$ cat config.mk
export PLATFORM = sky130hd
export DESIGN_NAME = sad_pixel_sequencer
export DESIGN_NICKNAME = d
export VERILOG_FILES = /design/src/rtl/sad_pixel_sequencer.sv
export SDC_FILE = /design/constraint.sdc
export NUM_CORES = 1
export LEC_CHECK = 0
export BUFFER_PORTS_ARGS = -buffer_cell sky130_fd_sc_hd__buf_2
export CORE_UTILIZATION = 34
export DETAILED_ROUTE_END_ITERATION = 16
export GPL_TIMING_DRIVEN = 0
export SETUP_SLACK_MARGIN = 0.3
export SYNTH_ARGS = -nofsm -noshare
export SYNTH_HDL_FRONTEND = slang
export SYNTH_SLANG_ARGS = --single-unit
$ cat constraint.sdc
create_clock -name clk -period 9.2 [get_ports clk]
set_clock_uncertainty 0.05 [all_clocks]
set_input_delay 0.46 -clock clk [delete_from_list [all_inputs] [get_ports clk]]
set_output_delay 0.46 -clock clk [all_outputs]
set_load 0.05 [all_outputs]
$ cat src/rtl/sad_pixel_sequencer.sv
// Sequencer and datapath for a sum-of-absolute-differences block: walks two pixel
// memories in lockstep and feeds |a-b| into an external accumulator register.
module sad_pixel_sequencer #(
    parameter int PIX_W  = 8,
    parameter int N_PIX  = 256,
    parameter int ADDR_W = 8,
    parameter int SUM_W  = 32
) (
    input  logic              clk,
    input  logic              rst,
    input  logic              go,
    output logic [ADDR_W-1:0] addr,
    output logic              rd_en,
    input  logic [PIX_W-1:0]  pix_a,
    input  logic [PIX_W-1:0]  pix_b,
    input  logic [SUM_W-1:0]  sum_in,
    output logic              sum_clr,
    output logic              sum_en,
    output logic [SUM_W-1:0]  adder,
    output logic              busy,
    output logic              done
);

    typedef enum logic [2:0] {IDLE, CLR, RUN, DRAIN, DONE} state_t;

    localparam logic [ADDR_W-1:0] LAST_ADDR = ADDR_W'(N_PIX - 1);

    state_t            state_reg, state_next;
    logic [ADDR_W-1:0] addr_reg, addr_next;
    logic              valid_reg;
    logic [PIX_W-1:0]  absdiff;

    always_ff @(posedge clk or posedge rst) begin
        if (rst) begin
            state_reg <= IDLE;
            addr_reg  <= '0;
            valid_reg <= 1'b0;
        end else begin
            state_reg <= state_next;
            addr_reg  <= addr_next;
            // Read data arrives one cycle after the request, so the valid flag trails rd_en.
            valid_reg <= rd_en;
        end
    end

    always_comb begin
        state_next = state_reg;
        addr_next  = addr_reg;
        rd_en      = 1'b0;
        sum_clr    = 1'b0;
        busy       = 1'b1;
        done       = 1'b0;
        case (state_reg)
            IDLE: begin
                busy      = 1'b0;
                addr_next = '0;
                if (go) state_next = CLR;
            end
            CLR: begin
                sum_clr    = 1'b1;
                addr_next  = '0;
                state_next = RUN;
            end
            RUN: begin
                rd_en = 1'b1;
                // Hold on the last address rather than wrapping.
                if (addr_reg == LAST_ADDR) state_next = DRAIN;
                else                       addr_next  = addr_reg + 1'b1;
            end
            DRAIN: state_next = DONE;
            DONE: begin
                done       = 1'b1;
                state_next = IDLE;
            end
            default: state_next = IDLE;
        endcase
    end

    assign addr    = addr_reg;
    assign sum_en  = valid_reg;
    assign absdiff = (pix_a >= pix_b) ? (pix_a - pix_b) : (pix_b - pix_a);
    assign adder   = sum_en ? (sum_in + SUM_W'(absdiff)) : '0;

endmodule

==> flow_metrics.tcl <==
set metrics [dict create \
    cts_setup_buffers 0 \
    fp.dieW_um 85.2 \
    synth_fa_ha_area_share_pct 16.4 \
    powerDensity_nw_per_um2 201 \
    finalWirelength_mm 6.29 \
    antennaDiodeCount 0 \
    drv_cap 0 \
    start_util_pct 36.1 \
    critical_path_buf_inv_count 5 \
    critPathTopFamily "compound AO/OA/AOI/OAI gates" \
    crit_fanout 10 \
    synthesis.area_um2 2360 \
    synthMuxAreaShare_pct 4.30 \
    finalHoldViolCount 0 \
    yosysWarnings 0 \
    crit_path_max_incr_delay_ps 520 \
    finalInstanceArea_um2 2970 \
    cp-end-kind "output pin" \
    peakVddDrop_uv 189 \
    clk_pin_slew_ps 50 \
    cts_tree "built" \
    crit_path_top_delay_cell "a211oi_4" \
    route.detailed.drc 0 \
    h-tree-depth 1 \
    status "complete, no violations" \
    via_per_inst 5.28 \
    hold_buffers 0 \
    port_buffers 95 \
    p_total_uw 597 \
    detail_route.wl_per_cell_um 12.9 \
    cts_made_buffers 3 \
    syn_area_per_cell_um2 7.53 \
    synthFlopType "dfrtp_1" \
    clock-root-buffer "clkbuf_8" \
    area_delta_synth_final_pct 26.0 \
    io_pins 96 \
    drive_gt1_share_pct 27.0 \
    antenna_left 0 \
    post-route-period-util_pct 54.9 \
    setup-violations-final 0 \
    drt_iter0_drc 73 \
    drt_pass1_iterations 4 \
    fmax_ghz 0.198 \
    async_reset_ff_share_pct 100 \
    start_kind "input port" \
    relSlewSlack_pct 45.9 \
    grt_pass1_wl_mm 10.0 \
    hold_class "in2async" \
    crit_chain "buf_2, inv_1, ha_1, clkbuf_1, a21oi_1, o21bai_1, a211oi_4, mux2i_1, xnor2_1, ha_1, a21o_1, a221o_1, a211oi_4, buf_6, o211ai_1, o31ai_1, buf_2" \
    die_h_um 85.2 \
    largest_register_ffs 8 \
    total_leakage_power_nw 1.47 \
    tns_ps 0 \
    synth-seq-cells 12 \
    syn_inst 313 \
    grt_pass1_vias 2310 \
    gp_congestion 0.839 \
    grt_max_degree 13 \
    grt_antenna_before_repair 0 \
    grt_usage_pct 16.5 \
    grt_overflow 0 \
    cts_buffer_depth 2 \
    cts_num_sinks 12 \
    dpl_cell_area_um2 2930 \
    synthSimpleGateAreaFrac_pct 27.6 \
    yosys.area.top_type_share_pct 13.8 \
    synthTopCellsByCount "33 x a21oi_1, 26 x ha_1, 26 x inv_1" \
    cp.arrival_ps 4540 \
    synth_xor_area_share_pct 7.43 \
    yosysMostFrequentCell "a21oi_1" \
    synth.net_count 393 \
    coreArea_um2 6530 \
    rows 29 \
    synth_cell_types 49 \
    yosysSeqAreaShare_pct 12.7 \
    yosys.area.top_type "ha_1" \
    post_cts_resized 0 \
    drv_slew 0 \
    clk_latency_ps 240 \
    synth_top_family_by_area "simple AND/OR/NAND/NOR gates" \
    synthTopCellsByArea "ha_1 14%, dfrtp_1 13%, a21oi_1 7.0%" \
    crit_type "in2out" \
    dieArea_um2 7270 \
    fill_cells 680 \
    fin_nets 493 \
    fin_crit_ps 5050 \
    required_ps 8690 \
    rsz0062_at_grt "no" \
    worst_slew_pin_slew_ps 801 \
    num_vias 2579 \
    dp_hpwl_mm 5.29 \
    synth_compound_area_share_pct 24.6 \
    synth-edff-count 0 \
]
==> final timing paths <==
path / start / to / slack, ps / depth (start not counted)
worst min-delay path: rst / addr[3] / 160 / 2
worst min register to register: state_reg[2] / state_reg[2] / 490 / 1
worst max-delay path: pix_a[5] / adder[31] / 4150 / 17
max in group asynchronous: rst / addr[7] / 8630 / 2
worst max register to register: addr[0] / addr[7] / 7190 / 6
min in group clk: go / state_reg[0] / 450 / 3
==> stage by stage <==
step / worst slack [ps] / utilization (%) / std cells / hold WS [ps]
final: 4150 / 45.5 / 488 / 163
after global routing: 3840 / 45.5 / 488 / 221
after CTS: 4160 / 45.5 / 488 / 189
after detailed placement: 4170 / 44.8 / 485 / 448
after global placement: 4170 / 44.8 / 485 / 440
after floorplan: 4340 / - / 313 / 275
==> routing by layer <==
metal,routed length (um),GRT usage [%],vias up,share of wire [%]
li1,-,-,1336,-
met1,2870,21.2,1174,46
met2,3030,29.9,67,48
met3,377,2.53,2,6.0
met4,16,1.85,0,0.25
met5,0,0,-,0
==> cell families (layout without fill, tap and decap cells) <==
| group | Yosys count | count (layout) |
|---|---|---|
| AO/OA/AOI/OAI | 87 | 87 |
| XOR/XNOR | 20 | 20 |
| adder cells (fa/ha/maj) | 29 | 29 |
| buffers and inverters | 39 | 137 |
| flip-flops | 12 | 12 |
| multiplexers | 10 | 10 |
| AND/OR/NAND/NOR | 116 | 116 |
==> layout make-up <==
| type | instances | area (um^2) | area share [%] |
|---|---|---|---|
| Clock buffer | 3 | 41.3 | 1.39 |
| Timing Repair Buffer | 95 | 475 | 16.0 |
| Inverter | 27 | 101 | 3.41 |
| Sequential cell | 12 | 300 | 10.1 |
| Tap cell | 77 | 96.3 | 3.24 |
| Buffer | 12 | 62.6 | 2.11 |
| Multi-Input combinational cell | 262 | 1890 | 63.7 |
==> layout by cell type (no fill, tap or decap), drive strengths merged, types with 5 or more instances in the layout <==
cell type  instances
a211oi             5
a21o               9
a21oi             33
and2               7
buf               99
clkbuf            11
dfrtp             12
ha                26
inv               26
mux2i              9
nand2             24
nand2b             5
nand3              9
nand4             11
nor2              23
nor3               5
o21ai             17
o31ai              9
or3               10
or4               10
xnor2             10
xor2              10
==> power breakdown <==
part	internal [mW]	total (mW)	switching, mW	leakage [nW]
Clock	0.0287	0.0467	0.0180	0.0216
Combinational	0.129	0.472	0.344	1.29
Sequential	0.0650	0.0778	0.0128	0.161
Note: power is estimated with default switching activity, not from simulation.
